[config.mk]
export PLATFORM = sky130hd
export DESIGN_NAME = neurram_spi_target_flat
export DESIGN_NICKNAME = d
export VERILOG_FILES = /design/src/rtl/neurram_spi_pkg.sv /design/src/rtl/neurram_spi_target_if.sv /design/src/rtl/neurram_sync_edge.sv /design/src/rtl/neurram_spi_target.sv /design/src/flat_wrapper.sv
export SDC_FILE = /design/constraint.sdc
export NUM_CORES = 2
export LEC_CHECK = 0
export BUFFER_PORTS_ARGS = -buffer_cell sky130_fd_sc_hd__buf_2
export CORE_AREA = 2 2 406 408
export DETAILED_ROUTE_END_ITERATION = 8
export DIE_AREA = 0 0 408 410
export SLEW_MARGIN = 10
export SYNTH_ARGS = -nofsm -noshare
export SYNTH_HDL_FRONTEND = slang
export SYNTH_SLANG_ARGS = --single-unit
[constraint.sdc]
create_clock -name clk -period 81.4 [get_ports clk]
set_clock_uncertainty 0.05 [all_clocks]
set_input_delay 24.42 -clock clk [delete_from_list [all_inputs] [get_ports clk]]
set_output_delay 24.42 -clock clk [all_outputs]
set_load 0.01 [all_outputs]
[src/rtl/neurram_spi_pkg.sv]
`default_nettype none
// ============================================================================
//  Module      : neurram_spi_pkg
//  Description : Shared definitions for the NeuRRAM SPI shift chain, used by
//                the target block and by the host shift controller: default
//                chain length and idle timeout, FSM state encoding, counter
//                widths, and a frame-length check helper.
//  Revision    : 1.0  initial release
// ============================================================================
package neurram_spi_pkg;

    localparam int unsigned c_SPI_LENGTH = 256;  // bits per lane
    localparam int unsigned c_TIMEOUT    = 64;   // idle clk cycles that end a frame
    localparam int unsigned c_LANES      = 2;    // serial lanes
    localparam int unsigned c_CNT_W      = 12;   // edge counter / bit_count width
    localparam int unsigned c_TMR_W      = 8;    // idle timer width (TIMEOUT <= 255)

    typedef enum logic [1:0] {
        ST_IDLE   = 2'd0,
        ST_SHIFT  = 2'd1,
        ST_UPDATE = 2'd2
    } spi_state_t;

    // True when a frame of 'count' edges is not a whole number of chains.
    function automatic logic frame_len_bad(input logic [c_CNT_W-1:0] count,
                                           input int unsigned        len);
        return (({{(32-c_CNT_W){1'b0}}, count} % len) != 32'd0);
    endfunction

endpackage
`default_nettype wire

[src/rtl/neurram_spi_target_if.sv]
`default_nettype none
// ============================================================================
//  Module      : neurram_spi_target_if
//  Description : Serial bus between the host shift controller (master) and
//                the SPI shift-chain target (slave).
//                  spi_clk  : shift clock, host driven, asynchronous to clk
//                  spi_din  : one data bit per lane, LSB first
//                  spi_dout : return data, chain bit 0 of each lane
//  Revision    : 1.0  initial release
// ============================================================================
interface neurram_spi_target_if;
    import neurram_spi_pkg::*;

    logic               spi_clk;
    logic [c_LANES-1:0] spi_din;
    logic [c_LANES-1:0] spi_dout;

    modport master (output spi_clk, output spi_din, input  spi_dout);
    modport slave  (input  spi_clk, input  spi_din, output spi_dout);

endinterface
`default_nettype wire

[src/rtl/neurram_sync_edge.sv]
`default_nettype none
// ============================================================================
//  Module      : neurram_sync_edge
//  Description : Two-flop synchronizer with rising-edge detect. A third
//                registered copy of the synchronized signal is compared with
//                stage 2 to flag a rising edge for exactly one clk cycle.
//  Ports       : clk, rst (async, active-high)
//                i_async : asynchronous input
//                o_sync  : synchronized level (stage 2)
//                o_rise  : one-cycle rising-edge strobe
//  Revision    : 1.0  initial release
// ============================================================================
module neurram_sync_edge (
    input  wire  clk,
    input  wire  rst,
    input  wire  i_async,
    output logic o_sync,
    output logic o_rise
);

    logic r_s1;
    logic r_s2;
    logic r_s3;

    always_ff @(posedge clk or posedge rst) begin
        if (rst) begin
            r_s1 <= 1'b0;
            r_s2 <= 1'b0;
            r_s3 <= 1'b0;
        end else begin
            r_s1 <= i_async;
            r_s2 <= r_s1;
            r_s3 <= r_s2;
        end
    end

    assign o_sync = r_s2;
    assign o_rise = r_s2 & ~r_s3;

endmodule
`default_nettype wire

[src/rtl/neurram_spi_target.sv]
`default_nettype none
// ============================================================================
//  Module      : neurram_spi_target
//  Description : Two-lane SPI shift-chain target. Each lane is a SPI_LENGTH
//                bit chain shifted on spi_clk rising edges (MSB end takes new
//                data, bit 0 drives spi_dout). A frame ends after TIMEOUT idle
//                clk cycles; its contents, edge count and length error flag
//                are then published on cfg_out / bit_count / frame_err with a
//                one-cycle frame_done pulse. status_load (IDLE only) copies a
//                parallel readback word into the chain.
//  Ports       : clk, rst (async, active-high)
//                spi            : serial bus (slave modport)
//                i_status_in    : parallel readback, lane0 in low half
//                i_status_load  : one-cycle load request
//                o_cfg_out      : last completed frame, lane0 in low half
//                o_frame_done   : one-cycle pulse with fresh cfg_out
//                o_frame_err    : last frame length not a multiple of chain
//                o_bit_count    : edges in the last completed frame
//                o_busy         : FSM in SHIFT or UPDATE
//  Revision    : 1.0  initial release
// ============================================================================
module neurram_spi_target
    import neurram_spi_pkg::*;
#(
    parameter int unsigned SPI_LENGTH = c_SPI_LENGTH,
    parameter int unsigned TIMEOUT    = c_TIMEOUT
) (
    input  wire                            clk,
    input  wire                            rst,
    neurram_spi_target_if.slave            spi,
    input  wire  [c_LANES*SPI_LENGTH-1:0]  i_status_in,
    input  wire                            i_status_load,
    output logic [c_LANES*SPI_LENGTH-1:0]  o_cfg_out,
    output logic                           o_frame_done,
    output logic                           o_frame_err,
    output logic [c_CNT_W-1:0]             o_bit_count,
    output logic                           o_busy
);

    localparam int unsigned     c_W        = c_LANES * SPI_LENGTH;
    localparam logic [c_TMR_W-1:0] c_TMR_LAST = c_TMR_W'(TIMEOUT - 1);

    // ------------------------------------------------------------------
    // Synchronizers
    // ------------------------------------------------------------------
    logic               w_edge;
    logic               w_sclk_sync_unused;
    logic [c_LANES-1:0] w_din;
    logic [c_LANES-1:0] w_din_rise_unused;

    neurram_sync_edge u_sync_clk (
        .clk     (clk),
        .rst     (rst),
        .i_async (spi.spi_clk),
        .o_sync  (w_sclk_sync_unused),
        .o_rise  (w_edge)
    );

    generate
        for (genvar g = 0; g < int'(c_LANES); g++) begin : g_din_sync
            neurram_sync_edge u_sync_din (
                .clk     (clk),
                .rst     (rst),
                .i_async (spi.spi_din[g]),
                .o_sync  (w_din[g]),
                .o_rise  (w_din_rise_unused[g])
            );
        end
    endgenerate

    // ------------------------------------------------------------------
    // State
    // ------------------------------------------------------------------
    spi_state_t         r_state,   w_state_nxt;
    logic [c_W-1:0]     r_chain,   w_chain_nxt;
    logic [c_CNT_W-1:0] r_cnt,     w_cnt_nxt;
    logic [c_TMR_W-1:0] r_tmr,     w_tmr_nxt;
    logic               w_commit;
    logic [c_W-1:0]     w_shifted;
    logic [c_LANES-1:0] w_dout;

    // Per-lane shift image and serial return bit.
    always_comb begin
        w_shifted = '0;
        w_dout    = '0;
        for (int l = 0; l < int'(c_LANES); l++) begin
            w_shifted[l*SPI_LENGTH +: SPI_LENGTH] =
                {w_din[l], r_chain[l*SPI_LENGTH+1 +: SPI_LENGTH-1]};
            w_dout[l] = r_chain[l*SPI_LENGTH];
        end
    end

    // Next-state logic. Frame results are committed on the transition into
    // UPDATE so that frame_done is high during the UPDATE cycle together with
    // the new cfg_out/bit_count/frame_err. The chain cannot change between
    // that transition and UPDATE, so the published contents are the same.
    always_comb begin
        w_state_nxt = r_state;
        w_chain_nxt = r_chain;
        w_cnt_nxt   = r_cnt;
        w_tmr_nxt   = r_tmr;
        w_commit    = 1'b0;
        case (r_state)
            ST_IDLE: begin
                // A coincident load wins; the edge is discarded.
                if (i_status_load) begin
                    w_chain_nxt = i_status_in;
                end else if (w_edge) begin
                    w_chain_nxt = w_shifted;
                    w_cnt_nxt   = c_CNT_W'(1);
                    w_tmr_nxt   = '0;
                    w_state_nxt = ST_SHIFT;
                end
            end
            ST_SHIFT: begin
                if (w_edge) begin
                    w_chain_nxt = w_shifted;
                    w_cnt_nxt   = (r_cnt == '1) ? r_cnt : r_cnt + c_CNT_W'(1);
                    w_tmr_nxt   = '0;
                end else if (r_tmr == c_TMR_LAST) begin
                    w_commit    = 1'b1;
                    w_state_nxt = ST_UPDATE;
                end else begin
                    w_tmr_nxt   = r_tmr + c_TMR_W'(1);
                end
            end
            ST_UPDATE: begin
                if (w_edge) begin
                    w_chain_nxt = w_shifted;
                    w_cnt_nxt   = c_CNT_W'(1);
                    w_tmr_nxt   = '0;
                    w_state_nxt = ST_SHIFT;
                end else begin
                    w_state_nxt = ST_IDLE;
                end
            end
            default: begin
                w_state_nxt = ST_IDLE;
            end
        endcase
    end

    always_ff @(posedge clk or posedge rst) begin
        if (rst) begin
            r_state <= ST_IDLE;
            r_chain <= '0;
            r_cnt   <= '0;
            r_tmr   <= '0;
        end else begin
            r_state <= w_state_nxt;
            r_chain <= w_chain_nxt;
            r_cnt   <= w_cnt_nxt;
            r_tmr   <= w_tmr_nxt;
        end
    end

    // ------------------------------------------------------------------
    // Published frame results
    // ------------------------------------------------------------------
    always_ff @(posedge clk or posedge rst) begin
        if (rst) begin
            o_cfg_out    <= '0;
            o_bit_count  <= '0;
            o_frame_err  <= 1'b0;
            o_frame_done <= 1'b0;
        end else begin
            o_frame_done <= w_commit;
            if (w_commit) begin
                o_cfg_out   <= r_chain;
                o_bit_count <= r_cnt;
                o_frame_err <= frame_len_bad(r_cnt, SPI_LENGTH);
            end
        end
    end

    assign o_busy       = (r_state != ST_IDLE);
    assign spi.spi_dout = w_dout;

endmodule
`default_nettype wire

[src/flat_wrapper.sv]
// flat-port wrapper written by rule: the top's interface ports become plain ports
module neurram_spi_target_flat import neurram_spi_pkg::*;
#(
    parameter int unsigned SPI_LENGTH = c_SPI_LENGTH,
    parameter int unsigned TIMEOUT    = c_TIMEOUT
)
  (clk, rst, i_status_in, i_status_load, o_cfg_out, o_frame_done, o_frame_err, o_bit_count, o_busy, spi_spi_clk, spi_spi_din, spi_spi_dout);
  neurram_spi_target_if spi_i ();
  input  wire clk;
  input  wire rst;
  input  wire  [c_LANES*SPI_LENGTH-1:0] i_status_in;
  input  wire i_status_load;
  output logic [c_LANES*SPI_LENGTH-1:0] o_cfg_out;
  output logic o_frame_done;
  output logic o_frame_err;
  output logic [c_CNT_W-1:0] o_bit_count;
  output logic o_busy;
  input wire logic [$bits(spi_i.spi_clk)-1:0] spi_spi_clk;
  input wire logic [$bits(spi_i.spi_din)-1:0] spi_spi_din;
  output wire logic [$bits(spi_i.spi_dout)-1:0] spi_spi_dout;
  assign spi_i.spi_clk = spi_spi_clk;
  assign spi_i.spi_din = spi_spi_din;
  assign spi_spi_dout = spi_i.spi_dout;
  neurram_spi_target #(.SPI_LENGTH(SPI_LENGTH), .TIMEOUT(TIMEOUT)) u_core (.clk(clk), .rst(rst), .spi(spi_i), .i_status_in(i_status_in), .i_status_load(i_status_load), .o_cfg_out(o_cfg_out), .o_frame_done(o_frame_done), .o_frame_err(o_frame_err), .o_bit_count(o_bit_count), .o_busy(o_busy));
endmodule
==> flow_summary.ini <==
[outcome]
run_status = complete, no violations

[placement]
gp_congestion = 0.8731
port_buffers = 1046
dp_cells = 6548
post-place-ws_ps = 52320
hpwl_microns = 103800

[timing]
hold_viol_final = 0
hold_slack_ps = 300.5
worstMarginPinSlew_ps = 1088
setup_ws_ps = 53120
timing.final.crit_share = 0.3474
rsz0062_at_grt = no
fmax_mhz = 35.36
relSlewSlack = 0.2750
fin_setup_tns_ps = 0
setup_viol = 0
min_period_ps = 28280
maxSlewViolCount = 0

[synthesis]
synth_fp_nets = 4087
yosysSeqAreaShare = 0.6124
yosysWarnings = 0
yosys.cell_types.count = 45
synth-edff-count = 0
postSynthCellCount = 3562
synth_seq_cells = 1067
syn-cell-area_sq_mm = 0.04360
synthFlopType = dfrtp_1
synthArstFlopShare = 1.000
synth.avg_cell_area_sq_um = 12.24

[cts]
path_clk_slew_ps = 60
cts_tree = built
cts.sinks = 1067
clk_latency_ps = 780
htreeDepth = 3
cts_buffers = 116
ctsHoldBuffers = 0
cts_root_buf = clkbuf_16
cts_setup_buffers = 0
cts_resized = 0
clockBufferDepth = 3

[routing]
drcViolationCount = 0
finalWirelength_microns = 149100
vias_per_cell = 4.870
final_antenna_net_count = 0
routed-via-count = 33066
wire_per_inst_microns = 21.96
drtIter0Drc = 2789
dr.pass1.iters = 7

[final_layout]
finalNonFillerCells = 6790
final_common_cell = dfrtp_1
areaGrowthSynthToFinish_pct = 25.73
nets = 5002
final_cell_mix = dfrtp_1 (1067), buf_2 (1046), nand2_1 (528)
drive_above_1_share = 0.3970

[worst_setup_path]
timing.critical_path.mode_cell = buf_4
critPathSlowestCell = buf_4
path_class = primary input to flop
path_delay_family = buffers and inverters
critPathArrivalTime_ps = 28880
critPathCaptureType = flop
path_cells = buf_2 -> nor2b_4 -> buf_12 -> nor2_4 -> buf_4 -> buf_4 -> buf_4 -> buf_4 -> a22oi_1 -> o21ai_0
cp.required_ps = 82000
critPathMaxFanout = 155
cp_slowest_stage_delay_ps = 790
critPathLaunchType = primary input
crit_buf_inv = 6

[floorplan]
die_w_microns = 408
io_pins = 1047
core-area_sq_mm = 0.1635
start_util = 0.2667
row_count = 149
dieArea_sq_mm = 0.1673
die_h_microns = 410

[global_routing]
antenna_found_initial = 51
grt_first_pass_wirelength_microns = 219300
grt_max_degree = 177
grt_overflow = 0
global_route.usage.total = 0.1712
grt_pass1_vias = 32927

[power]
peakVddDrop_mv = 0.01978
leakage_nw = 27.65
powerDensity_mw_per_mm2 = 28.99
total_power_w = 0.001589

[job]
drv_cap = 0

[worst_hold_path]
hp-class = flop to flop
[state kept, by name, summed over array words and instances (netlist names), 2 cells and up]
signal	cells
u_core.r_tmr	8
u_core.r_chain	512
u_core.g_din_sync.u_sync_din.r_s1	2
u_core.g_din_sync.u_sync_din.o_sync	2
u_core.r_cnt	12
u_core.r_state	2
u_core.o_cfg_out	512
u_core.o_bit_count	12
[kinds of logic (layout without fill, tap and decap cells)]
group / Yosys count / count (layout) / synth area share
buf+inv: 307 / 1317 / 0.03062
mux: 526 / 526 / 0.1476
flops: 1067 / 1067 / 0.6124
compound gates: 1072 / 1072 / 0.1542
fa+ha+maj: 7 / 7 / 0.002009
other cells: 0 / 29 / 0
simple gates: 583 / 583 / 0.05312
[per-stage QoR]
step	instance area (sq um)	util
after floorplan	43600	-
after global placement	50740	0.3104
after detailed placement	50740	0.3104
after CTS	54750	0.3349
after global routing	54800	0.3352
final	54820	0.3353
[layer usage]
layer,vias to the layer above,track usage,part of all wire
li1,14711,-,-
met1,16865,0.2120,0.41
met2,1155,0.2721,0.47
met3,293,0.04943,0.074
met4,42,0.08595,0.048
met5,-,0,0.0017
[where the power goes]
part,leakage [nW],internal (W),switching (W),total [W]
sequential,14.1,0.000662,0.000141,0.000803
clock,1.97,0.000321,0.000225,0.000547
combinational,11.6,0.0000936,0.000146,0.000240
total,27.6,0.00108,0.000513,0.00159
[layout make-up]
class | instances | area (sq um)
antenna | 29 | 72.57
sequential | 1067 | 26700
clock inverter | 34 | 465.4
tap | 2189 | 2739
clock buffer | 179 | 3540
timing repair buffer | 1092 | 5643
fill | 16425 | 108700
inverter | 12 | 52.55
multi-input combinational | 2188 | 15610
[cells in the mapped netlist, types with 2 or more instances]
| cell | count | area share |
|---|---|---|
| a21oi_1 | 6 | 0.00069 |
| a22oi_1 | 513 | 0.088 |
| a41oi_1 | 2 | 0.00040 |
| and2_1 | 4 | 0.00057 |
| and3_1 | 2 | 0.00029 |
| and4_1 | 2 | 0.00040 |
| buf_2 | 38 | 0.0044 |
| buf_4 | 2 | 0.00034 |
| buf_6 | 17 | 0.0044 |
| clkbuf_1 | 238 | 0.020 |
| dfrtp_1 | 1067 | 0.61 |
| ha_1 | 7 | 0.0020 |
| inv_1 | 12 | 0.0010 |
| mux2_2 | 388 | 0.10 |
| mux2_4 | 137 | 0.047 |
| nand2_1 | 528 | 0.045 |
| nand2b_1 | 2 | 0.00029 |
| nand3_1 | 10 | 0.0011 |
| nand4_1 | 5 | 0.00072 |
| nor2_1 | 9 | 0.00077 |
| nor2b_1 | 3 | 0.00043 |
| nor3_1 | 2 | 0.00023 |
| nor3b_1 | 3 | 0.00052 |
| o211ai_1 | 5 | 0.00086 |
| o21a_1 | 2 | 0.00034 |
| o21ai_0 | 525 | 0.060 |
| o31ai_1 | 11 | 0.0019 |
| or4_1 | 5 | 0.00086 |
[path summary, 6_finish.rpt]
kind | start | to | slack, ps | cells after the start
min in group asynchronous | rst | u_core.o_cfg_out[465] | 23720 | 2
setup / recovery | i_status_load | u_core.r_chain[211] | 53120 | 10
hold / removal | u_core.g_din_sync[0].u_sync_din.r_s1 | u_core.g_din_sync[0].u_sync_din.o_sync | 300 | 0
setup reg to reg | u_core.r_state[1] | u_core.o_cfg_out[349] | 75230 | 9
hold reg to reg | u_core.g_din_sync[0].u_sync_din.r_s1 | u_core.g_din_sync[0].u_sync_din.o_sync | 300 | 0
max in group asynchronous | rst | u_core.r_chain[265] | 54290 | 5
Note: power is estimated with default switching activity, not from simulation.
